## config.mk

```make
export PLATFORM = sky130hd
export DESIGN_NAME = joystick_tx_flat
export DESIGN_NICKNAME = d
export VERILOG_FILES = /design/src/rtl/joystick_tx_if.sv /design/src/rtl/joystick_tx.sv /design/src/flat_wrapper.sv
export SDC_FILE = /design/constraint.sdc
export NUM_CORES = 1
export LEC_CHECK = 0
export CAP_MARGIN = 20
export CORE_MARGIN = 5
export CORE_UTILIZATION = 45
export DETAILED_ROUTE_END_ITERATION = 7
export HOLD_SLACK_MARGIN = 0.12
export PLACE_DENSITY = 0.7
export SETUP_SLACK_MARGIN = 0.02
export SLEW_MARGIN = 15
export SYNTH_ARGS = -nofsm -noshare
export SYNTH_HDL_FRONTEND = slang
export SYNTH_SLANG_ARGS = --single-unit
```

## constraint.sdc

```tcl
create_clock -name clk50 -period 6.1 [get_ports clk50]
set_input_delay 1.22 -clock clk50 [delete_from_list [all_inputs] [get_ports clk50]]
set_output_delay 1.22 -clock clk50 [all_outputs]
set_load 0.1 [all_outputs]
```

## src/rtl/joystick_tx_if.sv

```systemverilog
// joystick_tx_if: request/status bundle between the joystick source and its UART framer.
// Master supplies axis/button values and send; slave reports Tx, busy and done.
interface joystick_tx_if;
  logic [10:0] xA;
  logic [10:0] yA;
  logic zBt;
  logic send;
  logic Tx;
  logic busy;
  logic done;
  modport master(output xA, yA, zBt, send, input Tx, busy, done);
  modport slave(input xA, yA, zBt, send, output Tx, busy, done);
endinterface

```

## src/rtl/joystick_tx.sv

```systemverilog
// joystick_tx: snapshots X/Y/button and sends a 7-byte sync-prefixed packet as 8N1 UART on Tx.
// Define JOYTX_AUTOSEND_EN to also request a packet every PERIOD_CLKS cycles.
module joystick_tx #(
  parameter int CLKS_PER_BIT = 5208,
  parameter logic [7:0] SYNCPATTERN = 8'hAA,
  parameter int PERIOD_CLKS = 500000
) (
  input logic clk50,
  input logic nreset,
  joystick_tx_if.slave jif
);
  localparam int BAUD_W = $clog2(CLKS_PER_BIT);
  typedef enum logic [1:0] {IDLE, START, DATA, STOP} state_t;
  state_t state, stateNext;
  logic [BAUD_W-1:0] baudCnt, baudNext;
  logic [2:0] bitIdx, bitNext, byteIdx, byteNext;
  logic [10:0] xSnap, ySnap;
  logic zSnap;
  logic req, accept, baudLast, txNext, doneNext, txReg, doneReg;
  logic [7:0] curByte;
`ifdef JOYTX_AUTOSEND_EN
  localparam int PER_W = $clog2(PERIOD_CLKS);
  logic [PER_W-1:0] periodCnt;
  logic tick;
  assign tick = periodCnt == PER_W'(PERIOD_CLKS - 1);
  // Free-running: a tick landing while busy is simply lost, phase is never adjusted.
  always_ff @(posedge clk50 or negedge nreset)
    if (!nreset) periodCnt <= '0;
    else periodCnt <= tick ? '0 : periodCnt + 1'b1;
  assign req = jif.send | tick;
`else
  assign req = jif.send;
`endif
  assign accept = state == IDLE && req;
  assign baudLast = baudCnt == BAUD_W'(CLKS_PER_BIT - 1);
  always_ff @(posedge clk50 or negedge nreset)
    if (!nreset) state <= IDLE;
    else state <= stateNext;
  always_comb begin
    stateNext = state;
    case (state)
      IDLE: stateNext = req ? START : IDLE;
      START: stateNext = baudLast ? DATA : START;
      DATA: stateNext = (baudLast && bitIdx == 3'd7) ? STOP : DATA;
      default: stateNext = baudLast ? (byteIdx == 3'd6 ? IDLE : START) : STOP;
    endcase
  end
  always_comb begin
    baudNext = (stateNext != state || baudLast) ? '0 : baudCnt + 1'b1;
    bitNext = state != DATA ? 3'd0 : baudLast ? bitIdx + 3'd1 : bitIdx;
    byteNext = accept ? 3'd0 : (state == STOP && stateNext == START) ? byteIdx + 3'd1 : byteIdx;
  end
  // Tx is computed from next-cycle state so the register output matches the FSM with no lag.
  always_comb begin
    curByte = byteNext <= 3'd1 ? SYNCPATTERN :
              byteNext == 3'd2 ? xSnap[7:0] :
              byteNext == 3'd3 ? {5'b0, xSnap[10:8]} :
              byteNext == 3'd4 ? ySnap[7:0] :
              byteNext == 3'd5 ? {5'b0, ySnap[10:8]} : {7'b0, zSnap};
    txNext = stateNext == START ? 1'b0 : stateNext == DATA ? curByte[bitNext] : 1'b1;
    doneNext = state == STOP && stateNext == IDLE;
  end
  always_ff @(posedge clk50 or negedge nreset)
    if (!nreset) begin
      baudCnt <= '0;
      bitIdx <= 3'd0;
      byteIdx <= 3'd0;
      xSnap <= '0;
      ySnap <= '0;
      zSnap <= 1'b0;
      txReg <= 1'b1;
      doneReg <= 1'b0;
    end else begin
      baudCnt <= baudNext;
      bitIdx <= bitNext;
      byteIdx <= byteNext;
      txReg <= txNext;
      doneReg <= doneNext;
      if (accept) begin
        xSnap <= jif.xA;
        ySnap <= jif.yA;
        zSnap <= jif.zBt;
      end
    end
  assign jif.Tx = txReg;
  assign jif.done = doneReg;
  assign jif.busy = state != IDLE;
endmodule

```

## src/flat_wrapper.sv

```systemverilog
// flat-port wrapper written by rule: the top's interface ports become plain ports
module joystick_tx_flat 
#(
  parameter int CLKS_PER_BIT = 5208,
  parameter logic [7:0] SYNCPATTERN = 8'hAA,
  parameter int PERIOD_CLKS = 500000
)
  (clk50, nreset, jif_xA, jif_yA, jif_zBt, jif_send, jif_Tx, jif_busy, jif_done);
  joystick_tx_if jif_i ();
  input logic clk50;
  input logic nreset;
  input wire logic [$bits(jif_i.xA)-1:0] jif_xA;
  input wire logic [$bits(jif_i.yA)-1:0] jif_yA;
  input wire logic [$bits(jif_i.zBt)-1:0] jif_zBt;
  input wire logic [$bits(jif_i.send)-1:0] jif_send;
  output wire logic [$bits(jif_i.Tx)-1:0] jif_Tx;
  output wire logic [$bits(jif_i.busy)-1:0] jif_busy;
  output wire logic [$bits(jif_i.done)-1:0] jif_done;
  assign jif_i.xA = jif_xA;
  assign jif_i.yA = jif_yA;
  assign jif_i.zBt = jif_zBt;
  assign jif_i.send = jif_send;
  assign jif_Tx = jif_i.Tx;
  assign jif_busy = jif_i.busy;
  assign jif_done = jif_i.done;
  joystick_tx #(.CLKS_PER_BIT(CLKS_PER_BIT), .SYNCPATTERN(SYNCPATTERN), .PERIOD_CLKS(PERIOD_CLKS)) u_core (.clk50(clk50), .nreset(nreset), .jif(jif_i));
endmodule
```

* Word level (Yosys, flattened, before mapping)
Index checks and enable logic that the tools add are counted.
** Word-level totals
- Output and inout port bits :: 3
- Bits of input ports :: 26
- Bits in registers :: 46
- Logic and storage cells :: 56
** Operators by class
- Reductions and logical operators :: 8
- Equality and inequality tests :: 14
- Mux-type cells :: 20
- Add/sub/neg operators :: 3
- Magnitude comparators :: 2
** Operators by type and width (number)
- two-way mux 8 bit :: 4
- two-way mux 3 bit :: 5
- adder 13 x 1 -> 13 bit (second input constant) :: 1
- equality test 13 bit (second input constant) :: 1
- two-way mux 13 bit :: 1
- equality test 3 bit (second input constant) :: 4
- adder 3 x 1 -> 3 bit (second input constant) :: 2
- equality test 2 bit (second input constant) :: 3
- equality test 3 x 2 -> 1 bit (second input constant) :: 2
- two-way mux 1 bit :: 6
- one-hot mux 2 bit (3 select lines) :: 1
- equality test 2 x 1 -> 1 bit (second input constant) :: 2
- logical AND 1 bit :: 4
- logical NOT 2 bit :: 2
- < comparator 3 x 4 -> 1 bit (second input constant) :: 1
- two-way mux 2 bit :: 2
- binary-select mux 1 bit (select 3 bit) :: 1
- <= comparator 3 x 1 -> 1 bit (second input constant) :: 1
- inequality test 2 bit :: 1
- inequality test 2 bit (second input constant) :: 1
- nonzero test 2 bit :: 1
- logical OR 1 bit :: 1

* Longest topological paths before layout
- Depth in word-level cells :: 18
- Depth in mapped cells :: 11

* Worst setup path after synthesis
No wires, ideal clock.
- Path type :: reg2out
- Start point :: register u_core.state[1]
- End point :: output port jif_busy
- Buffers on the path :: 0
- Arrival :: 1.068 ns
- Setup slack :: 3.812 ns
- Required time :: 4.880 ns
- Cell stages (with the launch flop) :: 3
- Cell sequence :: dfrtp_1 -> nor2_1 -> inv_1
** On the way
- Longest elaborated chain between the ends :: 1
** RTL lines
- from (decl) :: line joystick_tx.sv:14 : state_t state, stateNext;
- from (signal assigned) :: line joystick_tx.sv:38 : else state <= stateNext;
- nonzero test 2 bit :: line joystick_tx.sv:87 : assign jif.busy = state != IDLE;
- to (decl) :: line flat_wrapper.sv:17 : output wire logic [$bits(jif_i.busy)-1:0] jif_busy;
No other way between the ends.

* Final worst setup path
- Start point :: input port jif_send
- End point :: register u_core.txReg (netlist: u_core.jif.Tx)
** On the way
- Longest elaborated chain between the ends :: 16
- Elaborated cells on any way between the ends :: 22
** RTL lines
- from (decl) :: line flat_wrapper.sv:15 : input wire logic [$bits(jif_i.send)-1:0] jif_send;
- two-way mux 1 bit :: line joystick_tx.sv:42 : IDLE: stateNext = req ? START : IDLE;
- one-hot mux 2 bit (3 select lines) :: line joystick_tx.sv:41 : case (state)
- equality test 2 x 1 -> 1 bit :: line joystick_tx.sv:51, joystick_tx.sv:60
- logical AND 1 bit :: line joystick_tx.sv:51 : byteNext = accept ? 3'd0 : (state == STOP && stateNext == START) ? byteIdx + 3'd1 : byteIdx;
- two-way mux 3 bit (2 in series) :: line joystick_tx.sv:51
- equality test 3 bit :: line joystick_tx.sv:59 : byteNext == 3'd5 ? {5'b0, ySnap[10:8]} : {7'b0, zSnap};
- two-way mux 3 bit :: line joystick_tx.sv:59
- two-way mux 8 bit :: line joystick_tx.sv:58 : byteNext == 3'd4 ? ySnap[7:0] :
- two-way mux 8 bit :: line joystick_tx.sv:57 : byteNext == 3'd3 ? {5'b0, xSnap[10:8]} :
- two-way mux 8 bit :: line joystick_tx.sv:56 : byteNext == 3'd2 ? xSnap[7:0] :
- two-way mux 8 bit :: line joystick_tx.sv:55 : curByte = byteNext <= 3'd1 ? SYNCPATTERN :
- binary-select mux 1 bit (select 3 bit) :: line joystick_tx.sv:60 : txNext = stateNext == START ? 1'b0 : stateNext == DATA ? curByte[bitNext] : 1'b1;
- two-way mux 1 bit (not written as such) :: line joystick_tx.sv:60
- two-way mux 1 bit :: line joystick_tx.sv:60
- two-way mux 1 bit (*) :: line joystick_tx.sv:60
- net u_core.txNext :: line joystick_tx.sv:19 : logic req, accept, baudLast, txNext, doneNext, txReg, doneReg;
- to (signal assigned) :: line joystick_tx.sv:77 : txReg <= txNext;
- to (decl) :: line joystick_tx.sv:19
The timed path passes the listed nets; every way through them passes the cells marked *. The select of a mux whose other input is x is not followed.
A chain may end at the register's enable or synchronous reset.

==> flow_metrics.tcl <==
set metrics [dict create \
    die_h_um 82.7 \
    yosys_warnings 0 \
    regToRegSetupSlack_ps 2970 \
    drive_gt1_share_pct 5.78 \
    r2r_cells 9 \
    powerDensity_mw_per_mm2 181 \
    dr_wl_met3_um 144 \
    max_cap_viol_count 0 \
    die_width_um 82.7 \
    yosys_register_bits 46 \
    start_util_pct 46.6 \
    post_cts_buffers 0 \
    hp-start "u_core.ySnap[9]" \
    syn-cell-area_mm2 0.00238 \
    antenna_found_initial 0 \
    p_total_uw 505 \
    num_rows 26 \
    cts_hold_buffers 0 \
    synthTopCellsByArea "dfrtp_1 (47%), nand2_1 (13%), nor2_1 (3.9%), mux2i_1 (3.4%), xor2_1 (3.3%)" \
    hp-class "reg2reg" \
    fill_cells 494 \
    htreeDepth 2 \
    worst_pin_slew_ps 968 \
    hold_viol 0 \
    crit_type "in2reg" \
    num_antenna_cells 0 \
    slew-limit-headroom_pct 35.3 \
    grt_overflow 0 \
    grt_pass1_vias 1801 \
    fin_util_pct 54.5 \
    syn_inst 269 \
    num_vias 1848 \
    avgSynthCellArea_um2 8.85 \
    numClockSinks 46 \
    clk_latency_ps 290 \
    end_kind "flop" \
    startpoint "jif_send" \
    postRouteAntennaNets 0 \
    syn_to_final_growth_pct 16.9 \
    cts_buffers 5 \
    clk_pin_slew_ps 80 \
    fin_tns_setup_ps 0 \
    rsz0062_at_grt "no" \
    synth_flop_cell "dfrtp_1" \
    globalplace.congestion 0.910 \
    post-dp-hpwl_um 3390 \
    drtIter0Drc 51 \
    final_cells 364 \
    wl_per_cell_um 12.8 \
    start_kind "input port" \
    synth_nets 300 \
    min_to "u_core.ySnap[9]" \
    cts_resized 0 \
    seq_area_frac_synth_pct 48.4 \
    io_pins 29 \
    yosys.area.top_type_share_pct 47.3 \
    drtPass1Iterations 4 \
    nets 324 \
    synth_cell_types 46 \
    r2r-end "u_core.jif.Tx" \
    power_leakage_uw 0.00133 \
    yosysTopAreaCell "dfrtp_1" \
    grt_max_degree 47 \
    r2r-start "u_core.baudCnt[0]" \
    dpl_cell_area_mm2 0.00270 \
    cts_buffer_depth 2 \
    place_inst 356 \
    skew_ps 5.04 \
    fmax_mhz 277 \
    dieArea_mm2 0.00684 \
    met1_length_um 2130 \
    core_mm2 0.00511 \
    min_period_over_period_pct 59.2 \
    period_needed_ps 3610 \
    regArea_mm2 0.00115 \
    crit_arrival_ps 3800 \
    grt_pass1_wl_um 8100 \
    cp_data_required_time_ps 6300 \
    final_max_slew_viol_count 0 \
    root_buffer "clkbuf_8" \
    drt-vias-per-instance 5.08 \
    top_layer "met4" \
    fin_area_mm2 0.00278 \
    worstPathMaxFanout 30 \
    multi_input_area_mm2 0.00114 \
    synth_edf_count 0 \
    tritoncts "yes" \
    async_flop_share_pct 100 \
    wl_met2_um 2320 \
    min_path_cells 2 \
    drt-total-wl_um 4670 \
    portBuffers 28 \
    setup_viol 0 \
    grt_use_total_pct 15.4 \
    drc 0 \
    ir_drop_v 0.000118 \
    status "finished clean" \
]
flip-flops by register name, summed over array words and instances (netlist names):
| name | cells |
|---|---|
| u_core.baudCnt | 13 |
| u_core.bitIdx | 3 |
| u_core.byteIdx | 3 |
| u_core.jif.Tx | 1 |
| u_core.jif.done | 1 |
| u_core.state | 2 |
| u_core.xSnap | 11 |
| u_core.ySnap | 11 |
| u_core.zSnap | 1 |
power breakdown:
part	switching, uW	internal, uW	leakage (uW)
sequential	0	305	0.000604
combinational	7.48	13.8	0.000685
clock	97.5	81.2	0.0000385
per-layer routing:
metal | track usage, % | up-vias
met2 | 27.2 | 25
met4 | 4.90 | 0
met5 | 0 | -
li1 | - | 946
met1 | 19.0 | 869
met3 | 3.04 | 8
worst max-delay path, stage by stage:
cell and delay, ps:
clkdlybuf4s50_1 460, nand2_1 530, o21ai_1 740, nand2_1 240, o211ai_1 230, a21oi_1 90
o311ai_1 280
cells by family after synthesis:
family	Yosys count	share of synthesized area, %
and+or+nand+nor	142	26.7
DFF	46	48.4
AOI/OAI and AO/OA	31	9.67
buffers and inverters	22	3.68
xor gates and xnor gates	15	5.52
muxes	8	3.37
adders and majority gates	5	2.63
cell usage after synthesis, drive strengths merged, types with 4 or more instances:
library cell,number
a31oi,4
and3,4
clkbuf,8
dfrtp,45
ha,5
inv,11
mux2i,8
nand2,84
nand3,13
nor2,25
o211ai,4
o21ai,6
xnor2,6
xor2,9
metrics by stage:
stage	hold WS [ps]	worst slack (ps)
2_1_floorplan	439	3810
3_3_place_gp	453	2230
3_5_place_dp	460	2160
4_1_cts	481	2450
5_1_grt	507	2200
6_report	479	2490
final cells by class:
type                       count  area share, %
inverter                      11           1.48
clock inverter                 1          0.270
multi-input combinational    201           41.0
sequential                    46           41.4
clock buffer                   7           2.74
tap                           70           3.15
timing repair buffer          28           9.98
worst max path at each step:
stage	endpoint	slack, ps	depth (start not counted)
CTS	u_core.jif.Tx	2450	7
detailed placement	u_core.jif.Tx	2160	7
finish	u_core.jif.Tx	2490	7
global placement	u_core.jif.Tx	2230	7
floorplan	jif_busy	3810	2
global route	u_core.jif.Tx	2200	7
cells in the final DEF, fill, tap and decap left out, types with 3 or more instances in the layout:
| master | n |
|---|---|
| inv_1 | 11 |
| o21ai_0 | 5 |
| mux2i_1 | 8 |
| nand2_1 | 84 |
| clkdlybuf4s50_1 | 27 |
| o211ai_1 | 4 |
| ha_1 | 5 |
| and3_1 | 4 |
| dfrtp_1 | 45 |
| xor2_1 | 9 |
| xnor2_1 | 6 |
| clkbuf_8 | 5 |
| a21oi_1 | 3 |
| nor2_1 | 25 |
| a31oi_1 | 3 |
| nand3_1 | 12 |
(Power assumes the default switching activity.)
